### config.mk
export PLATFORM = sky130hd
export DESIGN_NAME = j1_uart_io_flat
export DESIGN_NICKNAME = d
export VERILOG_FILES = /design/src/rtl/j1_uart_io_if.sv /design/src/rtl/j1_uart_io.sv /design/src/flat_wrapper.sv
export SDC_FILE = /design/constraint.sdc
export NUM_CORES = 1
export LEC_CHECK = 0
export ABC_CLOCK_PERIOD_IN_PS = 3500
export BUFFER_PORTS_ARGS = -buffer_cell sky130_fd_sc_hd__buf_4
export CAP_MARGIN = 20
export CORE_MARGIN = 2
export CORE_UTILIZATION = 35
export CTS_CLUSTER_SIZE = 16
export DETAILED_ROUTE_END_ITERATION = 8
export PLACE_DENSITY = 0.62
export REMOVE_ABC_BUFFERS = 1
export SYNTH_ARGS = -nofsm -noshare
export SYNTH_HDL_FRONTEND = slang
export SYNTH_SLANG_ARGS = --single-unit
### constraint.sdc
create_clock -name clk -period 3.5 [get_ports clk]
set_clock_uncertainty 0.2 [all_clocks]
set_input_delay 0.175 -clock clk [delete_from_list [all_inputs] [get_ports clk]]
set_output_delay 0.175 -clock clk [all_outputs]
set_load 0.005 [all_outputs]
### src/rtl/j1_uart_io_if.sv
// rtl/j1_uart_io_if.sv - I/O strobe bus between the J1 core and its peripherals
interface j1_uart_io_if #(
  parameter int WIDTH = 32
);
  logic             io_rd;
  logic             io_wr;
  logic [15:0]      io_addr;
  logic [WIDTH-1:0] io_dout;
  logic [WIDTH-1:0] io_din;

  // Core side drives strobes, address and write data; peripheral returns read data
  modport master (output io_rd, io_wr, io_addr, io_dout, input io_din);
  modport slave  (input io_rd, io_wr, io_addr, io_dout, output io_din);
endinterface

### src/rtl/j1_uart_io.sv
// rtl/j1_uart_io.sv - memory-mapped 8N1 UART with TX FIFO, RX holding register and baud divisor
module j1_uart_io #(
  parameter int          WIDTH         = 32,
  parameter int          TX_DEPTH_LOG2 = 2,
  parameter logic [15:0] DIV_RESET     = 16'd217
) (
  input  logic        clk,
  input  logic        reset,
  j1_uart_io_if.slave io,
  input  logic        uart_rx,
  output logic        uart_tx
);

  localparam int          DEPTH       = 1 << TX_DEPTH_LOG2;
  localparam int          PW          = TX_DEPTH_LOG2 + 1;
  localparam logic [PW-1:0] PTR_ONE   = PW'(1);
  localparam logic [15:0] ADDR_DATA   = 16'h1000;
  localparam logic [15:0] ADDR_STATUS = 16'h2000;
  localparam logic [15:0] ADDR_DIV    = 16'h4000;

  typedef enum logic [1:0] {S_IDLE, S_START, S_DATA, S_STOP} uart_state_e;

  // Register-side state
  logic [WIDTH-1:0] din_q, din_d;
  logic [15:0]      div_q, div_d;
  logic [7:0]       rx_byte_q, rx_byte_d;
  logic             rx_valid_q, rx_valid_d;
  logic             overrun_q, overrun_d;
  logic             ferr_q, ferr_d;

  // TX FIFO: pointers carry one extra bit so full and empty are distinguishable
  logic [7:0]       fifo_q [DEPTH];
  logic [7:0]       fifo_d [DEPTH];
  logic [PW-1:0]    wr_ptr_q, wr_ptr_d, rd_ptr_q, rd_ptr_d;
  logic             fifo_empty, fifo_full;

  // TX shifter
  uart_state_e      tx_state_q, tx_state_d;
  logic [15:0]      tx_cnt_q, tx_cnt_d;
  logic [2:0]       tx_bit_q, tx_bit_d;
  logic [7:0]       tx_shift_q, tx_shift_d;
  logic             tx_q, tx_d;
  logic             tx_pop;

  // RX deserializer; sync[0..1] is the synchronizer, sync[2] the previous sample for edge detect
  logic [2:0]       rx_sync_q, rx_sync_d;
  uart_state_e      rx_state_q, rx_state_d;
  logic [15:0]      rx_cnt_q, rx_cnt_d;
  logic [2:0]       rx_bit_q, rx_bit_d;
  logic [7:0]       rx_shift_q, rx_shift_d;
  logic             rx_wait_q, rx_wait_d;
  logic             rx_deliver, rx_frame_err;
  logic             rx_line, rx_prev;

  logic             wr_data, wr_div, rd_data, rd_status;
  logic [7:0]       status;

  assign wr_data    = io.io_wr && (io.io_addr == ADDR_DATA);
  assign wr_div     = io.io_wr && (io.io_addr == ADDR_DIV);
  assign rd_data    = io.io_rd && (io.io_addr == ADDR_DATA);
  assign rd_status  = io.io_rd && (io.io_addr == ADDR_STATUS);

  assign fifo_empty = (wr_ptr_q == rd_ptr_q);
  assign fifo_full  = (wr_ptr_q[PW-1] != rd_ptr_q[PW-1]) &&
                      (wr_ptr_q[PW-2:0] == rd_ptr_q[PW-2:0]);

  assign status     = {3'b000, ferr_q, fifo_empty && (tx_state_q == S_IDLE),
                       overrun_q, rx_valid_q, !fifo_full};

  assign rx_line    = rx_sync_q[1];
  assign rx_prev    = rx_sync_q[2];

  assign io.io_din  = din_q;
  assign uart_tx    = tx_q;

  // TX FIFO update; a pop in the same cycle frees the slot for a push into a full FIFO
  always_comb begin
    fifo_d   = fifo_q;
    wr_ptr_d = wr_ptr_q;
    rd_ptr_d = rd_ptr_q;
    if (tx_pop) rd_ptr_d = rd_ptr_q + PTR_ONE;
    if (wr_data && (!fifo_full || tx_pop)) begin
      fifo_d[wr_ptr_q[PW-2:0]] = io.io_dout[7:0];
      wr_ptr_d = wr_ptr_q + PTR_ONE;
    end
  end

  // TX FSM: every state lasts divisor cycles; the divisor is reloaded at each bit boundary
  always_comb begin
    tx_state_d = tx_state_q;
    tx_cnt_d   = tx_cnt_q;
    tx_bit_d   = tx_bit_q;
    tx_shift_d = tx_shift_q;
    tx_d       = tx_q;
    tx_pop     = 1'b0;
    case (tx_state_q)
      S_IDLE: begin
        tx_d = 1'b1;
        if (!fifo_empty) begin
          tx_pop     = 1'b1;
          tx_shift_d = fifo_q[rd_ptr_q[PW-2:0]];
          tx_cnt_d   = div_q - 16'd1;
          tx_d       = 1'b0;
          tx_state_d = S_START;
        end
      end
      S_START: begin
        if (tx_cnt_q == 16'd0) begin
          tx_state_d = S_DATA;
          tx_bit_d   = 3'd0;
          tx_d       = tx_shift_q[0];
          tx_cnt_d   = div_q - 16'd1;
        end else begin
          tx_cnt_d = tx_cnt_q - 16'd1;
        end
      end
      S_DATA: begin
        if (tx_cnt_q == 16'd0) begin
          tx_cnt_d = div_q - 16'd1;
          if (tx_bit_q == 3'd7) begin
            tx_state_d = S_STOP;
            tx_d       = 1'b1;
          end else begin
            tx_bit_d   = tx_bit_q + 3'd1;
            tx_shift_d = {1'b0, tx_shift_q[7:1]};
            tx_d       = tx_shift_q[1];
          end
        end else begin
          tx_cnt_d = tx_cnt_q - 16'd1;
        end
      end
      S_STOP: begin
        if (tx_cnt_q == 16'd0) begin
          if (!fifo_empty) begin
            tx_pop     = 1'b1;
            tx_shift_d = fifo_q[rd_ptr_q[PW-2:0]];
            tx_cnt_d   = div_q - 16'd1;
            tx_d       = 1'b0;
            tx_state_d = S_START;
          end else begin
            tx_d       = 1'b1;
            tx_state_d = S_IDLE;
          end
        end else begin
          tx_cnt_d = tx_cnt_q - 16'd1;
        end
      end
      default: begin
        tx_d       = 1'b1;
        tx_state_d = S_IDLE;
      end
    endcase
  end

  // RX FSM: sample mid-bit; a bad stop bit parks in STOP until the line returns high
  always_comb begin
    rx_sync_d    = {rx_sync_q[1:0], uart_rx};
    rx_state_d   = rx_state_q;
    rx_cnt_d     = rx_cnt_q;
    rx_bit_d     = rx_bit_q;
    rx_shift_d   = rx_shift_q;
    rx_wait_d    = rx_wait_q;
    rx_deliver   = 1'b0;
    rx_frame_err = 1'b0;
    case (rx_state_q)
      S_IDLE: begin
        if (rx_prev && !rx_line) begin
          rx_state_d = S_START;
          rx_cnt_d   = (div_q >> 1) - 16'd1;
        end
      end
      S_START: begin
        if (rx_cnt_q == 16'd0) begin
          if (rx_line) begin
            rx_state_d = S_IDLE;
          end else begin
            rx_state_d = S_DATA;
            rx_bit_d   = 3'd0;
            rx_cnt_d   = div_q - 16'd1;
          end
        end else begin
          rx_cnt_d = rx_cnt_q - 16'd1;
        end
      end
      S_DATA: begin
        if (rx_cnt_q == 16'd0) begin
          rx_shift_d = {rx_line, rx_shift_q[7:1]};
          rx_cnt_d   = div_q - 16'd1;
          if (rx_bit_q == 3'd7) rx_state_d = S_STOP;
          else                  rx_bit_d   = rx_bit_q + 3'd1;
        end else begin
          rx_cnt_d = rx_cnt_q - 16'd1;
        end
      end
      S_STOP: begin
        if (rx_wait_q) begin
          if (rx_line) begin
            rx_wait_d  = 1'b0;
            rx_state_d = S_IDLE;
          end
        end else if (rx_cnt_q == 16'd0) begin
          if (rx_line) begin
            rx_deliver = 1'b1;
            rx_state_d = S_IDLE;
          end else begin
            rx_frame_err = 1'b1;
            rx_wait_d    = 1'b1;
          end
        end else begin
          rx_cnt_d = rx_cnt_q - 16'd1;
        end
      end
      default: rx_state_d = S_IDLE;
    endcase
  end

  // Register file: read capture, read side effects, divisor writes and RX delivery
  always_comb begin
    din_d      = din_q;
    div_d      = div_q;
    rx_byte_d  = rx_byte_q;
    rx_valid_d = rx_valid_q;
    overrun_d  = overrun_q;
    ferr_d     = ferr_q;
    if (io.io_rd) begin
      case (io.io_addr)
        ADDR_DATA:   din_d = {{(WIDTH-8){1'b0}}, rx_byte_q};
        ADDR_STATUS: din_d = {{(WIDTH-8){1'b0}}, status};
        ADDR_DIV:    din_d = {{(WIDTH-16){1'b0}}, div_q};
        default:     din_d = '0;
      endcase
    end
    if (rd_data) rx_valid_d = 1'b0;
    if (rd_status) begin
      overrun_d = 1'b0;
      ferr_d    = 1'b0;
    end
    if (wr_div) div_d = (io.io_dout[15:0] < 16'd4) ? 16'd4 : io.io_dout[15:0];
    if (rx_frame_err) ferr_d = 1'b1;
    if (rx_deliver) begin
      if (rx_valid_q && !rd_data) begin
        overrun_d = 1'b1;
      end else begin
        rx_byte_d  = rx_shift_q;
        rx_valid_d = 1'b1;
      end
    end
  end

  // FIFO storage needs no reset; the pointers define what is valid
  always_ff @(posedge clk) begin
    fifo_q <= fifo_d;
  end

  // State registers with synchronous reset
  always_ff @(posedge clk) begin
    if (reset) begin
      din_q      <= '0;
      div_q      <= DIV_RESET;
      rx_byte_q  <= 8'h00;
      rx_valid_q <= 1'b0;
      overrun_q  <= 1'b0;
      ferr_q     <= 1'b0;
      wr_ptr_q   <= '0;
      rd_ptr_q   <= '0;
      tx_state_q <= S_IDLE;
      tx_cnt_q   <= 16'd0;
      tx_bit_q   <= 3'd0;
      tx_shift_q <= 8'h00;
      tx_q       <= 1'b1;
      rx_sync_q  <= 3'b111;
      rx_state_q <= S_IDLE;
      rx_cnt_q   <= 16'd0;
      rx_bit_q   <= 3'd0;
      rx_shift_q <= 8'h00;
      rx_wait_q  <= 1'b0;
    end else begin
      din_q      <= din_d;
      div_q      <= div_d;
      rx_byte_q  <= rx_byte_d;
      rx_valid_q <= rx_valid_d;
      overrun_q  <= overrun_d;
      ferr_q     <= ferr_d;
      wr_ptr_q   <= wr_ptr_d;
      rd_ptr_q   <= rd_ptr_d;
      tx_state_q <= tx_state_d;
      tx_cnt_q   <= tx_cnt_d;
      tx_bit_q   <= tx_bit_d;
      tx_shift_q <= tx_shift_d;
      tx_q       <= tx_d;
      rx_sync_q  <= rx_sync_d;
      rx_state_q <= rx_state_d;
      rx_cnt_q   <= rx_cnt_d;
      rx_bit_q   <= rx_bit_d;
      rx_shift_q <= rx_shift_d;
      rx_wait_q  <= rx_wait_d;
    end
  end

endmodule
### src/flat_wrapper.sv
// flat-port wrapper written by rule: the top's interface ports become plain ports
module j1_uart_io_flat 
#(
  parameter int          WIDTH         = 32,
  parameter int          TX_DEPTH_LOG2 = 2,
  parameter logic [15:0] DIV_RESET     = 16'd217
)
  (clk, reset, uart_rx, uart_tx, io_io_rd, io_io_wr, io_io_addr, io_io_dout, io_io_din);
  j1_uart_io_if #(.WIDTH(WIDTH)) io_i ();
  input  logic clk;
  input  logic reset;
  input  logic uart_rx;
  output logic uart_tx;
  input wire logic [$bits(io_i.io_rd)-1:0] io_io_rd;
  input wire logic [$bits(io_i.io_wr)-1:0] io_io_wr;
  input wire logic [$bits(io_i.io_addr)-1:0] io_io_addr;
  input wire logic [$bits(io_i.io_dout)-1:0] io_io_dout;
  output wire logic [$bits(io_i.io_din)-1:0] io_io_din;
  assign io_i.io_rd = io_io_rd;
  assign io_i.io_wr = io_io_wr;
  assign io_i.io_addr = io_io_addr;
  assign io_i.io_dout = io_io_dout;
  assign io_io_din = io_i.io_din;
  j1_uart_io #(.WIDTH(WIDTH), .TX_DEPTH_LOG2(TX_DEPTH_LOG2), .DIV_RESET(DIV_RESET)) u_core (.clk(clk), .reset(reset), .io(io_i), .uart_rx(uart_rx), .uart_tx(uart_tx));
endmodule
==> results.py <==
metrics = {
    "detailed_routing": {
        "wl_mm": 21.6,
        "drc": 0,
        "drt-pass1-iter-count": 6,
        "wl_per_cell_um": 17.2,
        "initialDrtViolationCount": 598,
        "viasPerCell": 5.63,
        "vias": 7060,
        "detail-route-antenna-nets": 0,
    },
    "timing": {
        "fin_crit_sh": 0.856,
        "drv_slew": 0,
        "period_needed_ns": 2.99,
        "finalHoldViolations": 0,
        "worst_pin_slew_ns": 0.945,
        "setup_viol": 0,
        "worst_hold_slack_ns": 0.0893,
        "fmax_mhz": 334,
        "max-slew-margin-rel": 0.370,
        "rsz0062_at_grt": "false",
        "tns_ns": 0,
    },
    "cts": {
        "cts_inserted_buffers": 17,
        "root_buffer": "clkbuf_16",
        "cts.reportedPaths.clkPinSlew_ns": 0.07,
        "cts_resized": 0,
        "cts_tree": "yes",
        "cts_sinks": 144,
        "cts.path.max_buffers": 2,
        "clock_latency_ns": 0.43,
        "ctsHtreeMaxLevel": 4,
    },
    "setup_path": {
        "max_stage_delay_ns": 0.84,
        "end_kind": "flop",
        "cpMaxStageDelayCell": "o32ai_2",
        "crit_buf_inv": 0,
        "cp_max_fo": 15,
        "path_delay_family": "compound AO/OA/AOI/OAI gates",
        "cp.required_ns": 3.63,
        "cp.arrival_ns": 3.12,
        "crit_type": "reg -> reg",
        "crit_chain": "nor4_1, and4_1, a21oi_1, o32ai_2, a21oi_1, a311oi_1",
        "cpMostUsedCell": "a21oi_1",
        "cp-start-kind": "flop",
    },
    "floorplan": {
        "die_w_um": 156,
        "rows": 55,
        "io_pins": 86,
        "start_util": 0.356,
        "core_um2": 22600,
        "design.die.area_um2": 24200,
        "die_y_um": 156,
    },
    "power_and_ir_drop": {
        "p_leak_uw": 0.00339,
        "design_power_total_uw": 5370,
        "powerDensity_nw_per_um2": 565,
        "peakVddDrop_uv": 399,
    },
    "run_status": {
        "outcome": "finished, final reports clean",
    },
    "cells_and_area": {
        "post-route-util": 0.421,
        "fin_cells": 1254,
        "multi_input_area_um2": 4420,
        "seq_area_um2": 3200,
        "syn_to_final_growth_pct": 18.3,
        "num-fill-cells": 2237,
        "antenna_cells": 0,
        "nets": 1034,
        "layout_common_cells": "dfxtp_1 (112), nand2_1 (94), nor2_1 (74)",
        "drive_above_1_share": 0.134,
        "final_common_cell": "dfxtp_1",
    },
    "global_route": {
        "track_usage": 0.181,
        "grt_first_pass_wirelength_mm": 35.1,
        "grt_overflow": 0,
        "first_global_vias": 6654,
        "antenna_found_initial": 0,
        "grt_max_degree": 50,
    },
    "yosys": {
        "syn_area_um2": 8030,
        "yosysSeqAreaShare": 0.399,
        "synth_cells": 905,
        "synth_enable_flop_cells": 32,
        "synth_flop_cell": "dfxtp_1",
        "async_reset_ff_frac": 0,
        "synth.distinct_cells": 82,
        "ys_ff_latch": 144,
        "yosys_warnings": 0,
        "syn_avg_cell_area_um2": 8.88,
    },
    "run": {
        "cap_viol_max_count": 0,
    },
    "place": {
        "place_inst": 1196,
        "numPortBuffers": 53,
        "place_congestion": 0.883,
        "hpwl_mm": 15.0,
    },
    "min_path": {
        "hp-class": "in -> reg",
    },
}
==> timing repair <==
item | CTS | global route
endpoints found under the setup margin | 0 | 0
hold buffers | 26 | 0
setup buffers | 0 | 0
hold endpoints to repair | 76 | 0
==> final timing paths <==
check	endpoint	cells after the start	startpoint	slack, ns
worst max-delay path	u_core.tx_shift_q[5]$_SDFFE_PP0P_	6	u_core.tx_cnt_q[7]$_SDFF_PP0_	0.51
worst min register to register	u_core.rx_sync_q[1]$_SDFF_PP1_	1	u_core.rx_sync_q[0]$_SDFF_PP1_	0.21
worst max register to register	u_core.tx_shift_q[5]$_SDFFE_PP0P_	6	u_core.tx_cnt_q[7]$_SDFF_PP0_	0.51
worst min-delay path	u_core.rx_valid_q$_SDFF_PP0_	5	io_io_addr[12]	0.09
==> area by class of cell <==
type	instances	area share
clock inverter	15	0.0203
tap	285	0.0375
clock buffer	17	0.0448
sequential	144	0.337
timing repair buffer	99	0.0850
inverter	27	0.0107
multi-input combinational	667	0.465
==> metrics by stage <==
stage | worst slack [ns] | area (µm²)
after floorplan | 0.0686 | 7710
after global placement | 0.606 | 8630
after detailed placement | 0.568 | 8630
after CTS | 0.549 | 9510
after global routing | 0.282 | 9510
final | 0.505 | 9510
==> worst register-to-register path: stages (launching register included) <==
cell,delay (ns)
dfxtp_1,0.36
nor4_1,0.48
and4_1,0.37
a21oi_1,0.19
o32ai_2,0.84
a21oi_1,0.16
a311oi_1,0.29
==> synthesized netlist by cell type, types with 5 or more instances <==
cell type | n | area share
edfxtp_1 | 32 | 0.12
or4_1 | 5 | 0.0047
o32ai_1 | 5 | 0.0055
clkbuf_1 | 54 | 0.025
dfxtp_1 | 112 | 0.28
nor3_1 | 26 | 0.016
xnor2_1 | 27 | 0.029
nor3b_1 | 6 | 0.0056
nand2_1 | 94 | 0.044
o21ai_0 | 29 | 0.018
a32o_1 | 11 | 0.014
buf_4 | 18 | 0.017
nor2_1 | 74 | 0.035
a21oi_1 | 60 | 0.037
mux2i_1 | 25 | 0.031
o22ai_1 | 6 | 0.0047
ha_1 | 25 | 0.039
a31oi_1 | 7 | 0.0055
o221ai_1 | 8 | 0.0087
mux4_2 | 8 | 0.022
a22oi_1 | 8 | 0.0075
a211oi_1 | 10 | 0.0093
buf_2 | 5 | 0.0031
xor2_1 | 32 | 0.035
buf_1 | 5 | 0.0023
nor4_1 | 18 | 0.014
inv_1 | 25 | 0.012
a311oi_1 | 8 | 0.0087
and2_1 | 6 | 0.0047
a211o_1 | 5 | 0.0055
nand4_1 | 10 | 0.0078
a222oi_1 | 6 | 0.0075
nand3_1 | 55 | 0.034
==> sequential cells by signal, summed over array words and instances, names as in the netlist, 3 cells and up, named ones only <==
signal,cells
u_core.rx_bit_q,3
u_core.rx_shift_q,8
u_core.tx_shift_q,8
u_core.wr_ptr_q,3
u_core.div_q,16
u_core.rx_sync_q,3
u_core.io.io_din,16
u_core.rx_byte_q,8
u_core.fifo_q,32
u_core.rx_cnt_q,16
u_core.rd_ptr_q,3
u_core.tx_bit_q,3
u_core.tx_cnt_q,16
==> cell families after synthesis <==
group,share of synthesized area
muxes,0.0550
xor gates and xnor gates,0.0643
other,0.000467
DFF,0.399
and+or+nand+nor,0.198
buffers and inverters,0.0601
AOI/OAI and AO/OA,0.184
adders and majority gates,0.0389
==> power by group <==
group / switching [µW] / internal, µW / leakage, µW
combinational: 1030 / 647 / 0.00190
sequential: 81.9 / 1760 / 0.00119
clock: 885 / 973 / 0.000296
==> metal layers <==
metal / part of all wire / GRT usage / vias up
met3: 0.055 / 0.0320 / 45
met1: 0.45 / 0.242 / 3369
li1: - / - / 3413
met5: 0 / 0 / -
met2: 0.46 / 0.287 / 233
met4: 0.033 / 0.0826 / 0
Note: power is estimated with default switching activity, not from simulation.
